--- config.mk ---
export PLATFORM = sky130hd
export DESIGN_NAME = div
export DESIGN_NICKNAME = d
export VERILOG_FILES = /design/src/rtl/div_pkg.sv /design/src/rtl/div.sv
export SDC_FILE = /design/constraint.sdc
export NUM_CORES = 1
export LEC_CHECK = 0
export ABC_CLOCK_PERIOD_IN_PS = 7050
export BUFFER_PORTS_ARGS = -buffer_cell sky130_fd_sc_hd__buf_2
export CAP_MARGIN = 15
export CORE_UTILIZATION = 64
export DETAILED_ROUTE_END_ITERATION = 8
export PLACE_DENSITY_LB_ADDON = 0.2
export REMOVE_ABC_BUFFERS = 1
export SYNTH_ARGS = -nofsm -noshare
export SYNTH_HDL_FRONTEND = slang
export SYNTH_SLANG_ARGS = --single-unit
export TNS_END_PERCENT = 30
--- constraint.sdc ---
create_clock -name clk -period 7.05 [get_ports clk]
set_input_delay 0.3525 -clock clk [delete_from_list [all_inputs] [get_ports clk]]
set_output_delay 0.3525 -clock clk [all_outputs]
set_load 0.01 [all_outputs]
--- src/rtl/div_pkg.sv ---
// Shared constants, state encoding and sign helpers for the multi-cycle divider.
// Build option: DIV_BYZERO_FAST_EN selects the early-exit path for a zero divisor.
package div_pkg;

    localparam int RegBusWidth       = 32;
    localparam int DoubleRegBusWidth = 64;

    typedef logic [RegBusWidth-1:0]       reg_bus_t;
    typedef logic [DoubleRegBusWidth-1:0] double_reg_bus_t;

    typedef enum logic [1:0] {
        DivFree   = 2'b00,
        DivByZero = 2'b01,
        DivOn     = 2'b10,
        DivEnd    = 2'b11
    } div_state_e;

    localparam logic RstEnable         = 1'b1;
    localparam logic DivResultReady    = 1'b1;
    localparam logic DivResultNotReady = 1'b0;
    localparam logic DivStart          = 1'b1;
    localparam logic DivStop           = 1'b0;

    localparam reg_bus_t        ZeroWord       = 32'h0000_0000;
    localparam double_reg_bus_t ZeroDoubleWord = 64'h0;

    // One restoring step per edge; 32 steps produce the raw quotient.
    localparam logic [5:0] DivSteps = 6'd32;

    function automatic reg_bus_t cond_neg(input reg_bus_t value, input logic neg);
        reg_bus_t result;
        result = neg ? (~value + 32'd1) : value;
        return result;
    endfunction

    function automatic reg_bus_t magnitude(input reg_bus_t value, input logic is_signed);
        return cond_neg(value, is_signed & value[RegBusWidth-1]);
    endfunction

endpackage

--- src/rtl/div.sv ---
// Multi-cycle restoring 32-bit divider answering DIV/DIVU for the execute stage.
// Build option: DIV_BYZERO_FAST_EN returns 0 two edges after a zero-divisor request.
//
// state     | meaning
// ----------+-----------------------------------------------------------
// DivFree   | idle, waiting for start_i with annul_i low
// DivByZero | zero divisor seen, result 0 posted on the next edge
// DivOn     | 32 restoring steps, then sign correction and result post
// DivEnd    | result held with ready_o high until start_i drops
module div
    import div_pkg::*;
(
    input  logic        clk,
    input  logic        rst,
    input  logic        signed_div_i,
    input  logic [31:0] opdata1_i,
    input  logic [31:0] opdata2_i,
    input  logic        start_i,
    input  logic        annul_i,
    output logic [63:0] result_o,
    output logic        ready_o
);

    div_state_e      r_state;
    div_state_e      w_state_nxt;
    logic [5:0]      r_cnt;
    logic [64:0]     r_dividend;
    reg_bus_t        r_divisor;
    logic            r_neg_quot;
    logic            r_neg_rem;

    logic            w_accept;
    logic            w_div_by_zero;
    logic            w_steps_done;
    logic [32:0]     w_trial;
    reg_bus_t        w_op1_abs;
    reg_bus_t        w_op2_abs;
    reg_bus_t        w_quot;
    reg_bus_t        w_rem;
    double_reg_bus_t w_result_nxt;
    logic            w_ready_nxt;

    assign w_accept     = (start_i == DivStart) && !annul_i;
    assign w_steps_done = (r_cnt == DivSteps);

`ifdef DIV_BYZERO_FAST_EN
    assign w_div_by_zero = (opdata2_i == ZeroWord);
`else
    assign w_div_by_zero = 1'b0;
`endif

    assign w_op1_abs = magnitude(opdata1_i, signed_div_i);
    assign w_op2_abs = magnitude(opdata2_i, signed_div_i);

    // A borrow means the divisor did not fit; the shifted-in 0 is the quotient bit.
    assign w_trial = {1'b0, r_dividend[63:32]} - {1'b0, r_divisor};

    assign w_quot = cond_neg(r_dividend[31:0], r_neg_quot);
    assign w_rem  = cond_neg(r_dividend[64:33], r_neg_rem);

    always_ff @(posedge clk) begin
        if (rst == RstEnable) begin
            r_state <= DivFree;
        end else begin
            r_state <= w_state_nxt;
        end
    end

    always_comb begin
        w_state_nxt = r_state;
        unique case (r_state)
            DivFree: begin
                if (w_accept) begin
                    w_state_nxt = w_div_by_zero ? DivByZero : DivOn;
                end
            end
            DivByZero: begin
                w_state_nxt = DivEnd;
            end
            DivOn: begin
                if (annul_i) begin
                    w_state_nxt = DivFree;
                end else if (w_steps_done) begin
                    w_state_nxt = DivEnd;
                end
            end
            DivEnd: begin
                if (start_i == DivStop) begin
                    w_state_nxt = DivFree;
                end
            end
            default: w_state_nxt = DivFree;
        endcase
    end

    always_comb begin
        w_result_nxt = result_o;
        w_ready_nxt  = ready_o;
        unique case (r_state)
            DivFree: begin
                w_result_nxt = ZeroDoubleWord;
                w_ready_nxt  = DivResultNotReady;
            end
            DivByZero: begin
                w_result_nxt = ZeroDoubleWord;
                w_ready_nxt  = DivResultReady;
            end
            DivOn: begin
                if (!annul_i && w_steps_done) begin
                    w_result_nxt = {w_rem, w_quot};
                    w_ready_nxt  = DivResultReady;
                end
            end
            DivEnd: begin
                if (start_i == DivStop) begin
                    w_result_nxt = ZeroDoubleWord;
                    w_ready_nxt  = DivResultNotReady;
                end
            end
            default: begin
                w_result_nxt = ZeroDoubleWord;
                w_ready_nxt  = DivResultNotReady;
            end
        endcase
    end

    always_ff @(posedge clk) begin
        if (rst == RstEnable) begin
            result_o <= ZeroDoubleWord;
            ready_o  <= DivResultNotReady;
        end else begin
            result_o <= w_result_nxt;
            ready_o  <= w_ready_nxt;
        end
    end

    // Operands and sign flags are captured once so the requester may move on.
    always_ff @(posedge clk) begin
        if (rst == RstEnable) begin
            r_cnt      <= 6'd0;
            r_dividend <= 65'd0;
            r_divisor  <= ZeroWord;
            r_neg_quot <= 1'b0;
            r_neg_rem  <= 1'b0;
        end else begin
            unique case (r_state)
                DivFree: begin
                    r_cnt <= 6'd0;
                    if (w_accept && !w_div_by_zero) begin
                        r_dividend <= {32'd0, w_op1_abs, 1'b0};
                        r_divisor  <= w_op2_abs;
                        r_neg_quot <= signed_div_i & (opdata1_i[31] ^ opdata2_i[31]);
                        r_neg_rem  <= signed_div_i & opdata1_i[31];
                    end
                end
                DivOn: begin
                    if (annul_i) begin
                        r_cnt <= 6'd0;
                    end else if (!w_steps_done) begin
                        if (w_trial[32]) begin
                            r_dividend <= {r_dividend[63:0], 1'b0};
                        end else begin
                            r_dividend <= {w_trial[31:0], r_dividend[31:0], 1'b1};
                        end
                        r_cnt <= r_cnt + 6'd1;
                    end
                end
                default: begin
                    r_cnt <= 6'd0;
                end
            endcase
        end
    end

endmodule

# After elaboration in Yosys (flattened, before gate mapping)
# Cells that the tools add are included.
# totals
in_bits	69
output_inout_bits	65
reg_bits	172
wordCells	64
# op_classes
n_eq_ne	10
n_mux	20
reduce_logical	11
n_bitwise	9
n_addsub	6
# ops
cell	count
$mux W65	4
$pmux W64 S3	1
$pmux W65 S2	1
$add A32 B1 Y32 const B	4
$mux W32	4
$mux W64	2
$not A32 Y32	4
$sub A32 B32 Y33	1
$ne A2 B2 Y1 const B	5
$mux W2	4
$pmux W2 S4	1
$add A6 B1 Y6 const B	1
$eq A6 B6 Y1 const B	1
$eq A2 B2 Y1 const B	2
$pmux W1 S4	1
$reduce_and A2 Y1	2
$reduce_and A4 Y1	1
$and A1 B1 Y1	3
$ne A3 B3 Y1 const B	1
$reduce_and A3 Y1	1
$reduce_or A3 Y1	1
$eq A2 B1 Y1 const B	1
$logic_and A1 B1 Y1	2
$logic_not A2 Y1	1
6 further kinds	7

# Longest topological paths before layout
# logic_depth
ltp_word	5
ltp_mapped	13

# Worst setup path before layout
# Ideal clock, no wire load.
# synth_path
kind	register -> register
from	register r_dividend[34]
to	register r_dividend[64]
path_slack_ns	4.338
arrival_time_ns	2.617
t_required_ns	6.955
synth_period_minus_slack_ns	2.712
stages_incl_launch_ff	12
path_cell_list	dfxtp_1 ha_1 nor2b_1 o31a_1 o31ai_1 nand2_1 a41oi_2 o31ai_2 a31oi_4 buf_2 a21oi_1 a221oi_1
# synth_via
elab_chain_cells	5
# synth_rtl
element	line	rtl
start, declared	div.sv:27	logic [64:0] r_dividend;
start signal, assigned	div.sv:150	r_dividend <= {32'd0, w_op1_abs, 1'b0};
start signal, assigned	div.sv:161	r_dividend <= {r_dividend[63:0], 1'b0};
start signal, assigned	div.sv:163	r_dividend <= {w_trial[31:0], r_dividend[31:0], 1'b1};
$sub A32 B32 Y33	div.sv:56	assign w_trial = {1'b0, r_dividend[63:32]} - {1'b0, r_divisor};
$mux W65	div.sv:160	if (w_trial[32]) begin
$mux W65	div.sv:159	end else if (!w_steps_done) begin
$mux W65	div.sv:157	if (annul_i) begin
$pmux W65 S2	div.sv:146	unique case (r_state)
# Every way passes these cells. The select of a mux whose other input is x is not followed.
# A chain may end at the register's enable or synchronous reset.

# Worst setup path in the final report
# layout_path
from	register r_dividend[32]
to	register r_dividend[34]
# Same word-level chain as after synthesis.

==> impl_metrics.toml <==
[grt]
grt_max_degree = 91
gr-total-overflow = 0
track_usage = 0.312
antenna_found_initial = 0
grt_pass1_vias = 9394
grt_pass1_wl_um = 45000

[route]
wl_met1_um = 12300
wl_met3_um = 1140
drt_iter0_markers = 853
vias = 10300
wl_met2_um = 12800
ant_nets = 0
drc = 0
wire_per_inst_um = 15.5
drt_pass1_iterations = 6
wirelength_um = 27000
vias_per_cell = 5.93
top_layer = "met4"

[die]
dieArea_mm2 = 0.0175
std_cell_rows = 47
io_pins = 134
die_w_um = 132
coreArea_mm2 = 0.0166
die_h_um = 132
start_util = 0.655

[sta]
fmax_mhz = 288
worst_pin_slew_ns = 1.02
slew_headroom = 0.316
period_minus_slack_ns = 3.48
tns_ns = 0
rsz0062_at_grt = "false"
fin_crit_sh = 0.493
slew_viol_final = 0
finalSetupViolCount = 0
finalHoldViolations = 0
fin_skew_ns = 0.0110

[clock_network]
cts_setup_buffers = 0
cts_buffer_depth = 2
cts-root-buf = "clkbuf_16"
clk_pin_slew_ns = 0.06
cts_tree = "yes"
cts_inserted_buffers = 17
holdBufCountCts = 0
htreeDepth = 4
worstSkewPairLatency_ns = 0.44
clkSinkCount = 172
post_cts_resize_count = 0

[cells_and_area]
multi_input_area_mm2 = 0.00691
seq_area_mm2 = 0.00344
nNetsFinal = 1617
final_core_util = 0.734
syn_to_final_growth_pct = 12.1
diodes = 0
final_common_cell = "nand2_1"
drive_gt1_frac = 0.129
fill_cells = 1344
mostFrequentLayoutCells = "nand2_1, dfxtp_1, buf_2"

[synth]
yosysWarnings = 0
ys_ff_latch = 172
postSynthCellCount = 1425
synth_top_area_share = 0.317
synth-seq-area-share = 0.317
postSynthAreaPerCell_um2 = 7.62
yosys.area.top_type = "dfxtp_1"
synthTopCellsByArea = "dfxtp_1, nand2_1, xnor2_1"
async_flop_share = 0
synthDistinctLibCells = 64
synth_edf_count = 0
yosys_most_used_dff = "dfxtp_1"
syn_area_mm2 = 0.0109

[pwr]
powerDensity_mw_per_mm2 = 218
leakage_nw = 5.06
vdd_drop_max_mv = 0.184

[worst_setup_path]
critPathArrivalTime_ns = 3.82
startpoint_type = "register"
cp_slowest_cell = "buf_4"
cp_cell_sequence = "inv_1, ha_1, fa_1, nor2b_1, o31a_1, o31ai_1, nand2_1, a41oi_2, o31ai_2, a31oi_4, buf_4, mux2_2, o21ai_0"
path_max_fanout = 35
end_kind = "register"
max_stage_delay_ns = 0.48
crit_type = "register to register"
worstPathRequired_ns = 7.39

[min_path]
hold_class = "input pin to register"

[placement]
place_congestion = 0.919
portBuffers = 133
hpwlAfterDp_um = 19200

[run]
cap_violations = 0

[outcome]
status = "completed"
## sequential cells by signal, summed over array words and instances (netlist names)
signal,flops
r_dividend,65
result_o,64
r_divisor,32
r_cnt,6
r_state,2
r_neg_quot,1
r_neg_rem,1
ready_o,1
## cell usage after synthesis, drive strengths merged (2+ instances only)
| cell type | instances |
|---|---|
| a22oi | 31 |
| o21bai | 6 |
| nand3 | 35 |
| nor2 | 111 |
| o21ai | 131 |
| xor2 | 65 |
| a211oi | 32 |
| nand4 | 3 |
| a32oi | 4 |
| xnor2 | 83 |
| mux2 | 2 |
| and3 | 11 |
| nand2 | 227 |
| buf | 7 |
| dfxtp | 172 |
| o31a | 2 |
| o2111ai | 2 |
| nand2b | 14 |
| o41ai | 13 |
| o221ai | 2 |
| nor4 | 10 |
| or2 | 5 |
| clkbuf | 75 |
| nor2b | 8 |
| a21o | 10 |
| o31ai | 28 |
| nor3b | 4 |
| mux2i | 27 |
| nor3 | 21 |
| nand4b | 3 |
| a311oi | 7 |
| a41oi | 2 |
| and2 | 9 |
| ha | 42 |
| a21oi | 100 |
| o211ai | 2 |
| or4 | 15 |
| inv | 56 |
| a31oi | 19 |
| o21a | 5 |
| or3 | 12 |
| a2111oi | 2 |
## worst paths after layout
check,depth (start not counted),endpoint,slack (ns),from
worst max-delay path,13,r_dividend[34]$_SDFFE_PP0P_,3.57,r_dividend[32]$_SDFFE_PP0P_
worst min-delay path,3,r_divisor[1]$_SDFFE_PP0P_,0.22,opdata2_i[1]
worst max register to register,13,r_dividend[34]$_SDFFE_PP0P_,3.57,r_dividend[32]$_SDFFE_PP0P_
worst min register to register,2,result_o[31]$_SDFFE_PP0P_,0.45,result_o[31]$_SDFFE_PP0P_
## cells by family after synthesis
group,Yosys count,synth area share
compound gates,405,0.234
xor+xnor,148,0.119
fa+ha+maj,43,0.0502
buf+inv,138,0.0485
flops,172,0.317
mux,29,0.0270
simple gates,490,0.204
## worst max-delay path, delay by kind of cell, from the launching register on
family	cells	cell delay, ns
compound gates	6	1.38
buf+inv	2	0.61
fa+ha+maj	2	0.40
mux	1	0.40
flops	1	0.32
simple gates	2	0.26
## layer usage
layer  vias to the layer above  global-route usage
met1                      4739               0.404
met5                         -                   0
met2                       314               0.521
li1                       5181                   -
met3                        66              0.0431
met4                         0               0.130
## final cells by class
cell class | count | share of cell area
repair buffers | 143 | 0.0610
well taps | 220 | 0.0226
clock buffers | 18 | 0.0352
multi-input cells | 1115 | 0.567
clock inverters | 14 | 0.0139
flip-flops and latches | 172 | 0.283
inverters | 56 | 0.0173
## metrics by stage
| step | total power, mW | setup WS (ns) | area [um^2] | hold slack (ns) | instances |
|---|---|---|---|---|---|
| 2_1_floorplan | 1.52 | 0.361 | 10500 | 0.422 | 1343 |
| 3_3_place_gp | 1.69 | 3.77 | 11600 | 0.431 | 1706 |
| 3_5_place_dp | 1.70 | 3.70 | 11600 | 0.437 | 1706 |
| 4_1_cts | 2.66 | 3.61 | 12200 | 0.211 | 1738 |
| 5_1_grt | 2.78 | 3.38 | 12200 | 0.234 | 1738 |
| 6_report | 2.66 | 3.57 | 12200 | 0.222 | 1738 |
## where the power goes
part	internal (mW)	switching (mW)
Clock	0.558	0.405
Sequential	1.02	0.0495
Combinational	0.238	0.391
No activity file was read; power rests on OpenSTA's default activity.
